<file path="src/rtl/instr_fetch_unit_if.sv">
// Instruction-memory request/response port of the RV32 fetch stage.
// The master side is the fetch unit; the slave side is instruction memory.
interface instr_fetch_unit_if;
  logic        imem_req_valid;
  logic        imem_req_ready;
  logic [31:0] imem_addr;
  logic        imem_rsp_valid;
  logic [31:0] imem_rsp_data;

  modport master (
    output imem_req_valid,
    output imem_addr,
    input  imem_req_ready,
    input  imem_rsp_valid,
    input  imem_rsp_data
  );

  modport slave (
    input  imem_req_valid,
    input  imem_addr,
    output imem_req_ready,
    output imem_rsp_valid,
    output imem_rsp_data
  );
endinterface

</file>
<file path="src/rtl/instr_fetch_unit.sv">
// RV32 instruction fetch: PC, one outstanding imem request, one-entry output register.
// Define IFETCH_MISALIGN_CHECK_EN to trap misaligned redirects in a sticky ERR state.
module instr_fetch_unit #(
  parameter int                XLEN     = 32,
  parameter logic [XLEN-1:0]   RESET_PC = '0
) (
  input  logic                 clk,
  input  logic                 rst_n,
  instr_fetch_unit_if.master   imem,
  input  logic                 pc_src_i,
  input  logic [XLEN-1:0]      branch_target_i,
  output logic                 instr_valid,
  output logic [XLEN-1:0]      instr,
  output logic [XLEN-1:0]      instr_pc,
  input  logic                 decode_ready,
  output logic                 misalign_o
);

  localparam logic [XLEN-1:0] NOP = 32'h0000_0013;

  typedef enum logic [2:0] {
    S_IDLE,
    S_REQ,
    S_WAIT,
    S_HOLD
`ifdef IFETCH_MISALIGN_CHECK_EN
    , S_ERR
`endif
  } state_t;

  state_t          r_state;
  logic [XLEN-1:0] r_pc;
  logic [XLEN-1:0] r_pc_req;
  logic            r_drop;
  logic            r_instr_valid;
  logic [XLEN-1:0] r_instr;
  logic [XLEN-1:0] r_instr_pc;

  logic            w_redirect;
  logic            w_bad_target;
  logic [XLEN-1:0] w_target;

`ifdef IFETCH_MISALIGN_CHECK_EN
  logic r_misalign;

  assign w_redirect   = pc_src_i && (r_state != S_ERR);
  assign w_bad_target = |branch_target_i[1:0];
  assign w_target     = branch_target_i;
  assign misalign_o   = r_misalign;
`else
  assign w_redirect   = pc_src_i;
  assign w_bad_target = 1'b0;
  assign w_target     = branch_target_i & ~XLEN'(3);
  assign misalign_o   = 1'b0;
`endif

  assign imem.imem_req_valid = (r_state == S_REQ);
  assign imem.imem_addr      = r_pc;
  assign instr_valid         = r_instr_valid;
  assign instr               = r_instr;
  assign instr_pc            = r_instr_pc;

  // NOTE: all state lives in this one clocked block with non-blocking
  // assignments, so every branch sees the pre-edge values of every register.
  always_ff @(posedge clk) begin
    if (!rst_n) begin
      r_state       <= S_IDLE;
      r_pc          <= RESET_PC;
      r_pc_req      <= RESET_PC;
      r_drop        <= 1'b0;
      r_instr_valid <= 1'b0;
      r_instr       <= NOP;
      r_instr_pc    <= '0;
`ifdef IFETCH_MISALIGN_CHECK_EN
      r_misalign    <= 1'b0;
`endif
    end else if (w_redirect && w_bad_target) begin
`ifdef IFETCH_MISALIGN_CHECK_EN
      // Target is not applied; any in-flight response is ignored from ERR.
      r_state       <= S_ERR;
      r_misalign    <= 1'b1;
      r_instr_valid <= 1'b0;
`endif
    end else if (w_redirect) begin
      r_pc          <= w_target;
      r_instr_valid <= 1'b0;
      if (r_state == S_WAIT) begin
        // A response landing with the redirect retires the stale request now.
        if (imem.imem_rsp_valid) begin
          r_drop  <= 1'b0;
          r_state <= S_REQ;
        end else begin
          r_drop  <= 1'b1;
          r_state <= S_WAIT;
        end
      end else if (r_state == S_REQ && imem.imem_req_ready) begin
        r_pc_req <= r_pc;
        r_drop   <= 1'b1;
        r_state  <= S_WAIT;
      end else begin
        r_state <= S_REQ;
      end
    end else begin
      case (r_state)
        S_IDLE: r_state <= S_REQ;
        S_REQ: begin
          if (imem.imem_req_ready) begin
            r_pc_req <= r_pc;
            r_state  <= S_WAIT;
          end
        end
        S_WAIT: begin
          if (imem.imem_rsp_valid) begin
            if (r_drop) begin
              r_drop  <= 1'b0;
              r_state <= S_REQ;
            end else begin
              r_instr       <= imem.imem_rsp_data;
              r_instr_pc    <= r_pc_req;
              r_instr_valid <= 1'b1;
              r_pc          <= r_pc + XLEN'(4);
              r_state       <= S_HOLD;
            end
          end
        end
        S_HOLD: begin
          if (decode_ready) begin
            r_instr_valid <= 1'b0;
            r_state       <= S_REQ;
          end
        end
`ifdef IFETCH_MISALIGN_CHECK_EN
        S_ERR: r_state <= S_ERR;
`endif
        default: r_state <= S_IDLE;
      endcase
    end
  end

endmodule

</file>
<file path="src/flat_wrapper.sv">
// flat-port wrapper written by rule: the top's interface ports become plain ports
module instr_fetch_unit_flat 
#(
  parameter int                XLEN     = 32,
  parameter logic [XLEN-1:0]   RESET_PC = '0
)
  (clk, rst_n, pc_src_i, branch_target_i, instr_valid, instr, instr_pc, decode_ready, misalign_o, imem_imem_req_valid, imem_imem_addr, imem_imem_req_ready, imem_imem_rsp_valid, imem_imem_rsp_data);
  instr_fetch_unit_if imem_i ();
  input  logic clk;
  input  logic rst_n;
  input  logic pc_src_i;
  input  logic [XLEN-1:0] branch_target_i;
  output logic instr_valid;
  output logic [XLEN-1:0] instr;
  output logic [XLEN-1:0] instr_pc;
  input  logic decode_ready;
  output logic misalign_o;
  output wire logic [$bits(imem_i.imem_req_valid)-1:0] imem_imem_req_valid;
  output wire logic [$bits(imem_i.imem_addr)-1:0] imem_imem_addr;
  input wire logic [$bits(imem_i.imem_req_ready)-1:0] imem_imem_req_ready;
  input wire logic [$bits(imem_i.imem_rsp_valid)-1:0] imem_imem_rsp_valid;
  input wire logic [$bits(imem_i.imem_rsp_data)-1:0] imem_imem_rsp_data;
  assign imem_imem_req_valid = imem_i.imem_req_valid;
  assign imem_imem_addr = imem_i.imem_addr;
  assign imem_i.imem_req_ready = imem_imem_req_ready;
  assign imem_i.imem_rsp_valid = imem_imem_rsp_valid;
  assign imem_i.imem_rsp_data = imem_imem_rsp_data;
  instr_fetch_unit #(.XLEN(XLEN), .RESET_PC(RESET_PC)) u_core (.clk(clk), .rst_n(rst_n), .imem(imem_i), .pc_src_i(pc_src_i), .branch_target_i(branch_target_i), .instr_valid(instr_valid), .instr(instr), .instr_pc(instr_pc), .decode_ready(decode_ready), .misalign_o(misalign_o));
endmodule
</file>
<file path="config.mk">
export PLATFORM = sky130hd
export DESIGN_NAME = instr_fetch_unit_flat
export DESIGN_NICKNAME = d
export VERILOG_FILES = /design/src/rtl/instr_fetch_unit_if.sv /design/src/rtl/instr_fetch_unit.sv /design/src/flat_wrapper.sv
export SDC_FILE = /design/constraint.sdc
export NUM_CORES = 1
export LEC_CHECK = 0
export CAP_MARGIN = 20
export CORE_MARGIN = 2
export CORE_UTILIZATION = 35
export DETAILED_ROUTE_END_ITERATION = 16
export PLACE_DENSITY = 0.64
export SLEW_MARGIN = 10
export SYNTH_ARGS = -nofsm -noshare
export SYNTH_HDL_FRONTEND = slang
export SYNTH_SLANG_ARGS = --single-unit
export TNS_END_PERCENT = 20
</file>
<file path="constraint.sdc">
create_clock -name clk -period 2.9 [get_ports clk]
set_clock_uncertainty 0.2 [all_clocks]
set_input_delay 0.58 -clock clk [delete_from_list [all_inputs] [get_ports clk]]
set_output_delay 0.58 -clock clk [all_outputs]
set_load 0.02 [all_outputs]
</file>
==> results.sh <==
export IMPL_rows=45
export IMPL_post_cts_repair_setup_buffers=0
export IMPL_fin_crit_ns=2.63
export IMPL_viasPerCell=5.09
export IMPL_netlist_area_um2=5380
export IMPL_period_share=0.905
export IMPL_cts_htree_levels=4
export IMPL_area_growth_pct=44.6
export IMPL_post_cts_resized=0
export IMPL_antenna_found_initial=0
export IMPL_ctsHoldBuffers=0
export IMPL_grt_pass1_vias=4936
export IMPL_tritoncts="built"
export IMPL_synth_seq_cells=126
export IMPL_drv_cap=0
export IMPL_final_nets=875
export IMPL_required_ns=2.12
export IMPL_numCtsBuffers=17
export IMPL_wl_met2_um=7160
export IMPL_clock_path_buffers=2
export IMPL_drt_total_wl_um=15200
export IMPL_worstMarginPinSlew_ns=0.675
export IMPL_layout_drive_gt1_share=0.0710
export IMPL_path_class="register to primary output"
export IMPL_outcome="completed"
export IMPL_endpoint_kind="primary output"
export IMPL_portBuffers=161
export IMPL_ir_drop_mv=0.401
export IMPL_fill_cells=1422
export IMPL_diodes=0
export IMPL_ys_seq_area_frac=0.469
export IMPL_met1_length_um=6850
export IMPL_grt_overflow=0
export IMPL_cts_root_buf="clkbuf_16"
export IMPL_gp_congestion=0.817
export IMPL_avgRoutedWirePerCell_um=15.1
export IMPL_regToRegSetupSlack_ns=0.57
export IMPL_clkLatencyLatePin_ns=0.43
export IMPL_crit_path_start_kind="register"
export IMPL_rsz0062_at_grt="false"
export IMPL_start_util=0.356
export IMPL_worstPathArrival_ns=1.85
export IMPL_die_h_um=128
export IMPL_path_max_fanout=9
export IMPL_post_synth_top_count_cell="nand2_1"
export IMPL_synth_edf_count=0
export IMPL_synth_top_area_cell="dfxtp_1"
export IMPL_wl_met3_um=1060
export IMPL_synth_ff_type="dfxtp_1"
export IMPL_p_leak_uw=0.00260
export IMPL_setup_slack_ns=0.275
export IMPL_netlist_instances=657
export IMPL_synthDominantCellAreaShare=0.469
export IMPL_drt_pre_antenna_iters=5
export IMPL_grt_pass1_wl_um=24700
export IMPL_finalSetupViolCount=0
export IMPL_dp_slack_ns=0.109
export IMPL_slew_viol_final=0
export IMPL_grt_max_degree=59
export IMPL_pwr_density_cell_nw_per_um2=568
export IMPL_vias=5120
export IMPL_synthArstFlopShare=0
export IMPL_grt_util_all_layers=0.190
export IMPL_coreArea_um2=15100
export IMPL_drt_initial_drc_count=315
export IMPL_synthTopCellsByArea="dfxtp_1 (47%), nand2_1 (14%), a21boi_0 (13%)"
export IMPL_yosys_warnings=0
export IMPL_max_freq_mhz=381
export IMPL_hpwl_um=10600
export IMPL_utilization=0.515
export IMPL_holdCritPathClass="register to register"
export IMPL_cts_sinks=126
export IMPL_drc=0
export IMPL_syn_area_per_cell_um2=8.18
export IMPL_slew_limit_headroom=0.549
export IMPL_tns_ns=0
export IMPL_finalHoldViolCount=0
export IMPL_top_layer="met4"
export IMPL_die_w_um=128
export IMPL_ys_types=45
export IMPL_die_area_um2=16400
export IMPL_ant_nets=0
export IMPL_pin_count=169
export IMPL_synthTopCellsByCount="nand2_1 (201), dfxtp_1 (126), a21boi_0 (91), clkbuf_1 (45), o21ai_0 (28)"
export IMPL_clk_pin_slew_worst_paths_ns=0.06
[metal layers]
| layer | vias to the layer above | global-route usage |
|---|---|---|
| met5 | - | 0 |
| met4 | 0 | 0.0666 |
| met3 | 18 | 0.0463 |
| met2 | 170 | 0.311 |
| met1 | 2390 | 0.244 |
| li1 | 2542 | - |
[cell usage in the layout (no fill, tap or decap), types with 6 or more instances in the layout]
| cell type | n |
|---|---|
| nor3_1 | 9 |
| a21oi_1 | 11 |
| nand4_1 | 15 |
| clkinvlp_4 | 7 |
| nand2_1 | 200 |
| o21ai_0 | 28 |
| a211oi_1 | 6 |
| clkbuf_16 | 17 |
| dfxtp_1 | 126 |
| a21boi_0 | 91 |
| buf_4 | 15 |
| nor4_1 | 8 |
| nor2_1 | 11 |
| xnor2_1 | 9 |
| nand3_1 | 13 |
| clkdlybuf4s50_1 | 160 |
[flip-flops by register name (all words and copies together) (netlist names)]
signal and count:
u_core.r_state 2, u_core.instr 32, u_core.instr_pc 30, u_core.r_drop 1, u_core.instr_valid 1, u_core.imem.imem_addr 30
u_core.r_pc_req 30
[critical path, stage by stage, from the launching register on]
cell and delay [ns]:
dfxtp_1 0.48, nor2b_1 0.27, clkdlybuf4s50_1 0.67
[through the flow]
step                cells  hold WS [ns]  instance area, um^2  power (uW)
floorplan             661         0.241                 5390        2100
global placement      973         0.247                 7180        2330
detailed placement    973         0.255                 7180        2340
CTS                  1005         0.266                 7770        4450
global route         1005         0.274                 7770        4580
finish               1005         0.261                 7770        4410
[report_power, final]
group | switching (uW) | internal [uW] | total (uW) | leakage (uW)
Clock | 840 | 1270 | 2110 | 0.000265
Combinational | 212 | 230 | 442 | 0.00131
Sequential | 74.1 | 1790 | 1860 | 0.00102
Total | 1130 | 3290 | 4410 | 0.00260
[final timing paths]
| check | start | end | cells past startpoint |
|---|---|---|---|
| worst min register to register | u_core.instr[14] | u_core.instr[14] | 2 |
| worst max-delay path | u_core.r_state[0] | imem_imem_req_valid | 2 |
| worst max register to register | u_core.imem.imem_addr[2] | u_core.imem.imem_addr[22] | 5 |
| worst min-delay path | u_core.instr[14] | u_core.instr[14] | 2 |
[final cells by class]
class                   instances  area (um^2)  area share
multi-input cells             476         2630       0.339
flip-flops and latches        126         2520       0.324
repair buffers                178         1770       0.228
clock buffers                  17          425      0.0547
well taps                     188          235      0.0303
clock inverters                15          165      0.0212
inverters                       5         18.8     0.00241
[logic make-up after synthesis]
| group | Yosys count | synth area share |
|---|---|---|
| DFF | 126 | 0.469 |
| muxes | 1 | 0.00186 |
| and+or+nand+nor | 297 | 0.249 |
| adders and majority gates | 1 | 0.00233 |
| AOI/OAI and AO/OA | 161 | 0.211 |
| other | 1 | 0.000698 |
| buffers and inverters | 59 | 0.0480 |
| xor gates and xnor gates | 11 | 0.0179 |
Power figures use the tool's default switching activity.
